`config.mk`:
```
export PLATFORM = sky130hd
export DESIGN_NAME = imm_gen_pipe
export DESIGN_NICKNAME = d
export VERILOG_FILES = /design/src/rtl/imm_gen_pipe.sv
export SDC_FILE = /design/constraint.sdc
export NUM_CORES = 1
export LEC_CHECK = 0
export ABC_AREA = 1
export BUFFER_PORTS_ARGS = -buffer_cell sky130_fd_sc_hd__buf_2
export CORE_ASPECT_RATIO = 0.5
export CORE_UTILIZATION = 40
export DETAILED_ROUTE_END_ITERATION = 10
export PLACE_DENSITY = 0.6
export SLEW_MARGIN = 20
export SYNTH_ARGS = -nofsm -noshare
export SYNTH_HDL_FRONTEND = slang
export SYNTH_SLANG_ARGS = --single-unit
export TNS_END_PERCENT = 20
```
`constraint.sdc`:
```
create_clock -name clk -period 1.55 [get_ports clk]
set_input_delay 0.155 -clock clk [delete_from_list [all_inputs] [get_ports clk]]
set_output_delay 0.155 -clock clk [all_outputs]
set_load 0.05 [all_outputs]
```
`src/rtl/imm_gen_pipe.sv`:
```
// Pipelined RV32I/RV64I immediate generator with a 2-entry elastic output stage.
// The immediate is decoded before storage, so the output and skid entries both hold final values.
module imm_gen_pipe #(
    parameter int XLEN  = 32,
    parameter int TAG_W = 32
) (
    input  logic             clk,
    input  logic             rst_n,
    input  logic             flush,
    input  logic             in_valid,
    output logic             in_ready,
    input  logic [31:0]      Instr,
    input  logic [2:0]       ImmSrc,
    input  logic [TAG_W-1:0] in_tag,
    output logic             out_valid,
    input  logic             out_ready,
    output logic [XLEN-1:0]  ImmOp,
    output logic [TAG_W-1:0] out_tag,
    output logic             illegal
);

    typedef enum logic [2:0] {
        SRC_I     = 3'b000,
        SRC_S     = 3'b001,
        SRC_B     = 3'b010,
        SRC_U     = 3'b011,
        SRC_J     = 3'b100,
        SRC_SHAMT = 3'b101,
        SRC_CSR   = 3'b110,
        SRC_RSVD  = 3'b111
    } imm_src_e;

    // Widen a 32-bit signed immediate to XLEN; works for XLEN=32 without a zero-width replicate.
    function automatic logic [XLEN-1:0] sext32(input logic [31:0] v);
        logic [XLEN+31:0] wide;
        wide = {{XLEN{v[31]}}, v};
        return wide[XLEN-1:0];
    endfunction

    logic [XLEN-1:0]  imm_new;
    logic             ill_new;
    logic [5:0]       shamt;
    logic             unused_opcode;

    assign unused_opcode = ^Instr[6:0];
    assign shamt = (XLEN == 64) ? Instr[25:20] : {1'b0, Instr[24:20]};

    // Handshake: a transfer happens on a rising edge where valid and ready are both high;
    // in_ready depends on stored state only, and out_valid holds with stable data until taken.
    always_comb begin
        imm_new = '0;
        ill_new = 1'b0;
        case (imm_src_e'(ImmSrc))
            SRC_I:     imm_new = sext32({{20{Instr[31]}}, Instr[31:20]});
            SRC_S:     imm_new = sext32({{20{Instr[31]}}, Instr[31:25], Instr[11:7]});
            SRC_B:     imm_new = sext32({{19{Instr[31]}}, Instr[31], Instr[7],
                                         Instr[30:25], Instr[11:8], 1'b0});
            SRC_U:     imm_new = sext32({Instr[31:12], 12'b0});
            SRC_J:     imm_new = sext32({{11{Instr[31]}}, Instr[31], Instr[19:12],
                                         Instr[20], Instr[30:21], 1'b0});
            SRC_SHAMT: imm_new[5:0] = shamt;
            SRC_CSR:   imm_new[4:0] = Instr[19:15];
            SRC_RSVD:  ill_new = 1'b1;
            default:   ill_new = 1'b1;
        endcase
    end

    logic             sk_valid;
    logic [XLEN-1:0]  sk_imm;
    logic [TAG_W-1:0] sk_tag;
    logic             sk_ill;
    logic             accept;
    logic             or_free;

    assign in_ready = !sk_valid;
    assign accept   = in_valid && in_ready;
    assign or_free  = !out_valid || out_ready;

    // The skid entry is always older than anything at the input, so it refills the output first.
    always_ff @(posedge clk or negedge rst_n) begin
        if (!rst_n) begin
            out_valid <= 1'b0;
            ImmOp     <= '0;
            out_tag   <= '0;
            illegal   <= 1'b0;
            sk_valid  <= 1'b0;
            sk_imm    <= '0;
            sk_tag    <= '0;
            sk_ill    <= 1'b0;
        end else if (flush) begin
            out_valid <= 1'b0;
            sk_valid  <= 1'b0;
        end else if (or_free) begin
            if (sk_valid) begin
                out_valid <= 1'b1;
                ImmOp     <= sk_imm;
                out_tag   <= sk_tag;
                illegal   <= sk_ill;
                sk_valid  <= 1'b0;
            end else if (accept) begin
                out_valid <= 1'b1;
                ImmOp     <= imm_new;
                out_tag   <= in_tag;
                illegal   <= ill_new;
            end else begin
                out_valid <= 1'b0;
            end
        end else if (accept) begin
            sk_valid <= 1'b1;
            sk_imm   <= imm_new;
            sk_tag   <= in_tag;
            sk_ill   <= ill_new;
        end
    end

endmodule

```
==> results.json <==
{
  "min_to": "sk_tag[23]",
  "slew_headroom": 0.699,
  "port_buffers": 131,
  "ir_worst_vdd_uv": 757,
  "dr.pass1.iters": 5,
  "rsz0062_at_grt": "false",
  "hold_class": "in2reg",
  "drt_wl_total_um": 15000,
  "place_congestion": 0.799,
  "crit_fanout": 28,
  "grt_overflow_total": 0,
  "cpPeakStageDelay_ns": 0.47,
  "avgSynthCellArea_um2": 7.93,
  "nFillCells": 1423,
  "place_inst": 1084,
  "synth_cells": 778,
  "ys_ff_latch": 132,
  "post-route-period-util": 0.963,
  "synth_ff_type": "dfrtp_1",
  "tritoncts": "yes",
  "maxCapViolations": 0,
  "via_per_inst": 4.78,
  "cts_inserted_buffers": 17,
  "cp_num_buf_inv": 3,
  "r2r_cells": 6,
  "yosysMostFrequentCell": "nand2_1",
  "setup_violations": 0,
  "r2r-start": "out_valid",
  "yosys_warnings": 0,
  "min_path_cells": 3,
  "dieArea_um2": 16000,
  "cts.sinks": 132,
  "cts.htree.levels": 4,
  "final_cells": 1132,
  "arrival_ns": 1.34,
  "post_synth_num_cell_types": 22,
  "antenna_found_initial": 0,
  "finalSetupTns_ns": 0,
  "ys_top_cells_by_count": "nand2_1 (273), dfrtp_1 (132), o21ai_1 (73), inv_1 (63), o21ai_0 (51)",
  "critPathRequiredTime_ns": 1.39,
  "coreArea_um2": 14700,
  "critical-path-slowest-cell": "dfrtp_2",
  "worst_slew_pin_slew_ns": 0.451,
  "outcome": "completed",
  "dp_hpwl_um": 10200,
  "wl_per_cell_um": 13.3,
  "insertion_delay_ns": 0.41,
  "crit_path_start_kind": "flop",
  "hp-start": "in_tag[23]",
  "io_pins": 139,
  "area_growth_pct": 28.3,
  "reg2reg_slack_ns": 0.12,
  "synth_edf_count": 0,
  "grt_pass1_vias": 5184,
  "path_cells": "inv_4 -> buf_12 -> buf_6",
  "drtAntennaViolNets": 0,
  "grt_start_max_net_pins": 92,
  "finalCriticalPeriod_ns": 1.49,
  "diodes": 0,
  "synth_area_um2": 6170,
  "rr_endpoint": "sk_tag[22]",
  "num_vias": 5409,
  "leakage_nw": 4.36,
  "die_h_um": 89.8,
  "hold_violations": 0,
  "cts-root-buf": "clkbuf_16",
  "fmax_mhz": 670,
  "layout-drive-gt1-share": 0.232,
  "fin_worst_skew_ns": 0.0121,
  "drtIter0Drc": 348,
  "synth_top_cell_area_share": 0.535,
  "ys_async_sr_fraction": 1.00,
  "synth_area_leader_cell": "dfrtp_1",
  "start_util": 0.419,
  "crit_type": "reg2out",
  "grt_usage": 0.199,
  "powerDensity_nw_per_um2": 1420,
  "cp-end-kind": "output port",
  "grt_pass1_wl_um": 25300,
  "fin_nets": 993,
  "ys_seq_area_frac": 0.535,
  "synth_fp_nets": 850,
  "rows": 31,
  "clkSlewWorstSetupHoldPaths_ns": 0.07,
  "synthTopCellsByArea": "dfrtp_1 (54%), nand2_1 (17%), o21ai_1 (5.9%)",
  "totalPowerFinal_mw": 11.2,
  "drcViolationCount": 0,
  "maxSlewViolCount": 0,
  "crit_family": "flip-flops",
  "cts.path.max_buffers": 2,
  "die_w_um": 178
}
[registers in the layout, summed over array words and instances, names as in the netlist]
register / count
sk_valid: 1
out_tag: 32
sk_tag: 32
illegal: 1
ImmOp: 32
sk_imm: 32
sk_ill: 1
out_valid: 1
[stage by stage]
step	utilization	hold slack, ns	instance area (µm²)	setup slack, ns
after global routing	0.537	0.0179	7920	0.00530
final	0.537	0.0143	7920	0.0574
after CTS	0.537	0.000509	7910	0.0121
after global placement	0.485	0.0659	7150	0.146
after floorplan	-	-0.141	6170	0.115
after detailed placement	0.485	0.0617	7150	0.111
[placed cells by master (no fill, tap or decap), drive strengths merged]
cell type	n
a21oi	41
buf	156
bufinv	2
clkbuf	18
clkinv	6
clkinvlp	3
dfrtp	132
dlygate4sd3	15
inv	72
nand2	276
nand3	32
nand4	15
nor2	31
nor3	2
o21ai	124
or2	9
[worst max path at each step]
stage / endpoint / from / cells after the start
after CTS: in_ready / sk_valid / 3
after detailed placement: out_tag[27] / sk_valid / 7
after global placement: out_tag[27] / sk_valid / 7
after global routing: in_ready / sk_valid / 3
after floorplan: sk_imm[14] / out_valid / 6
final: in_ready / sk_valid / 3
[worst reg2reg max path: stages, from the launching register on]
cell and delay, ns:
dfrtp_2 0.37, nand3_1 0.16, nor3_4 0.20, inv_2 0.07
buf_12 0.18, nand2_1 0.24, o21ai_1 0.07
[where the power goes]
group          switching, mW  total [mW]  leakage [nW]  internal (mW)
Clock                   1.59        4.02         0.283           2.43
Combinational           1.94        2.72          2.41          0.781
Sequential             0.334        4.49          1.66           4.15
Total                   3.87        11.2          4.36           7.37
[logic make-up after synthesis]
family / after synthesis / share of synthesized area
compound gates: 165 / 0.134
simple gates: 365 / 0.248
flops: 132 / 0.535
buf+inv: 116 / 0.0815
[timing repair]
action,in CTS,in global routing
hold buffers,15,0
endpoints found under the setup margin,1,1
endpoints found under the hold margin,112,0
gates resized for setup,3,1
pin swaps,0,0
setup buffers,1,0
[routing by layer]
metal  vias to the layer above  track usage  share of wire
li1                       2775            -              -
met1                      2501        0.280           0.49
met2                       117        0.313           0.46
met3                        16       0.0385          0.036
met4                         0       0.0584          0.011
met5                         -            0              0
[cell type report]
class	instances	area, µm²	share of cell area
Sequential cell	132	3310	0.418
Multi-Input combinational cell	530	2380	0.300
Timing Repair Buffer	171	1130	0.143
Clock buffer	18	439	0.0555
Inverter	69	262	0.0330
Tap cell	198	248	0.0313
Clock inverter	14	154	0.0194
(Power assumes the default switching activity.)
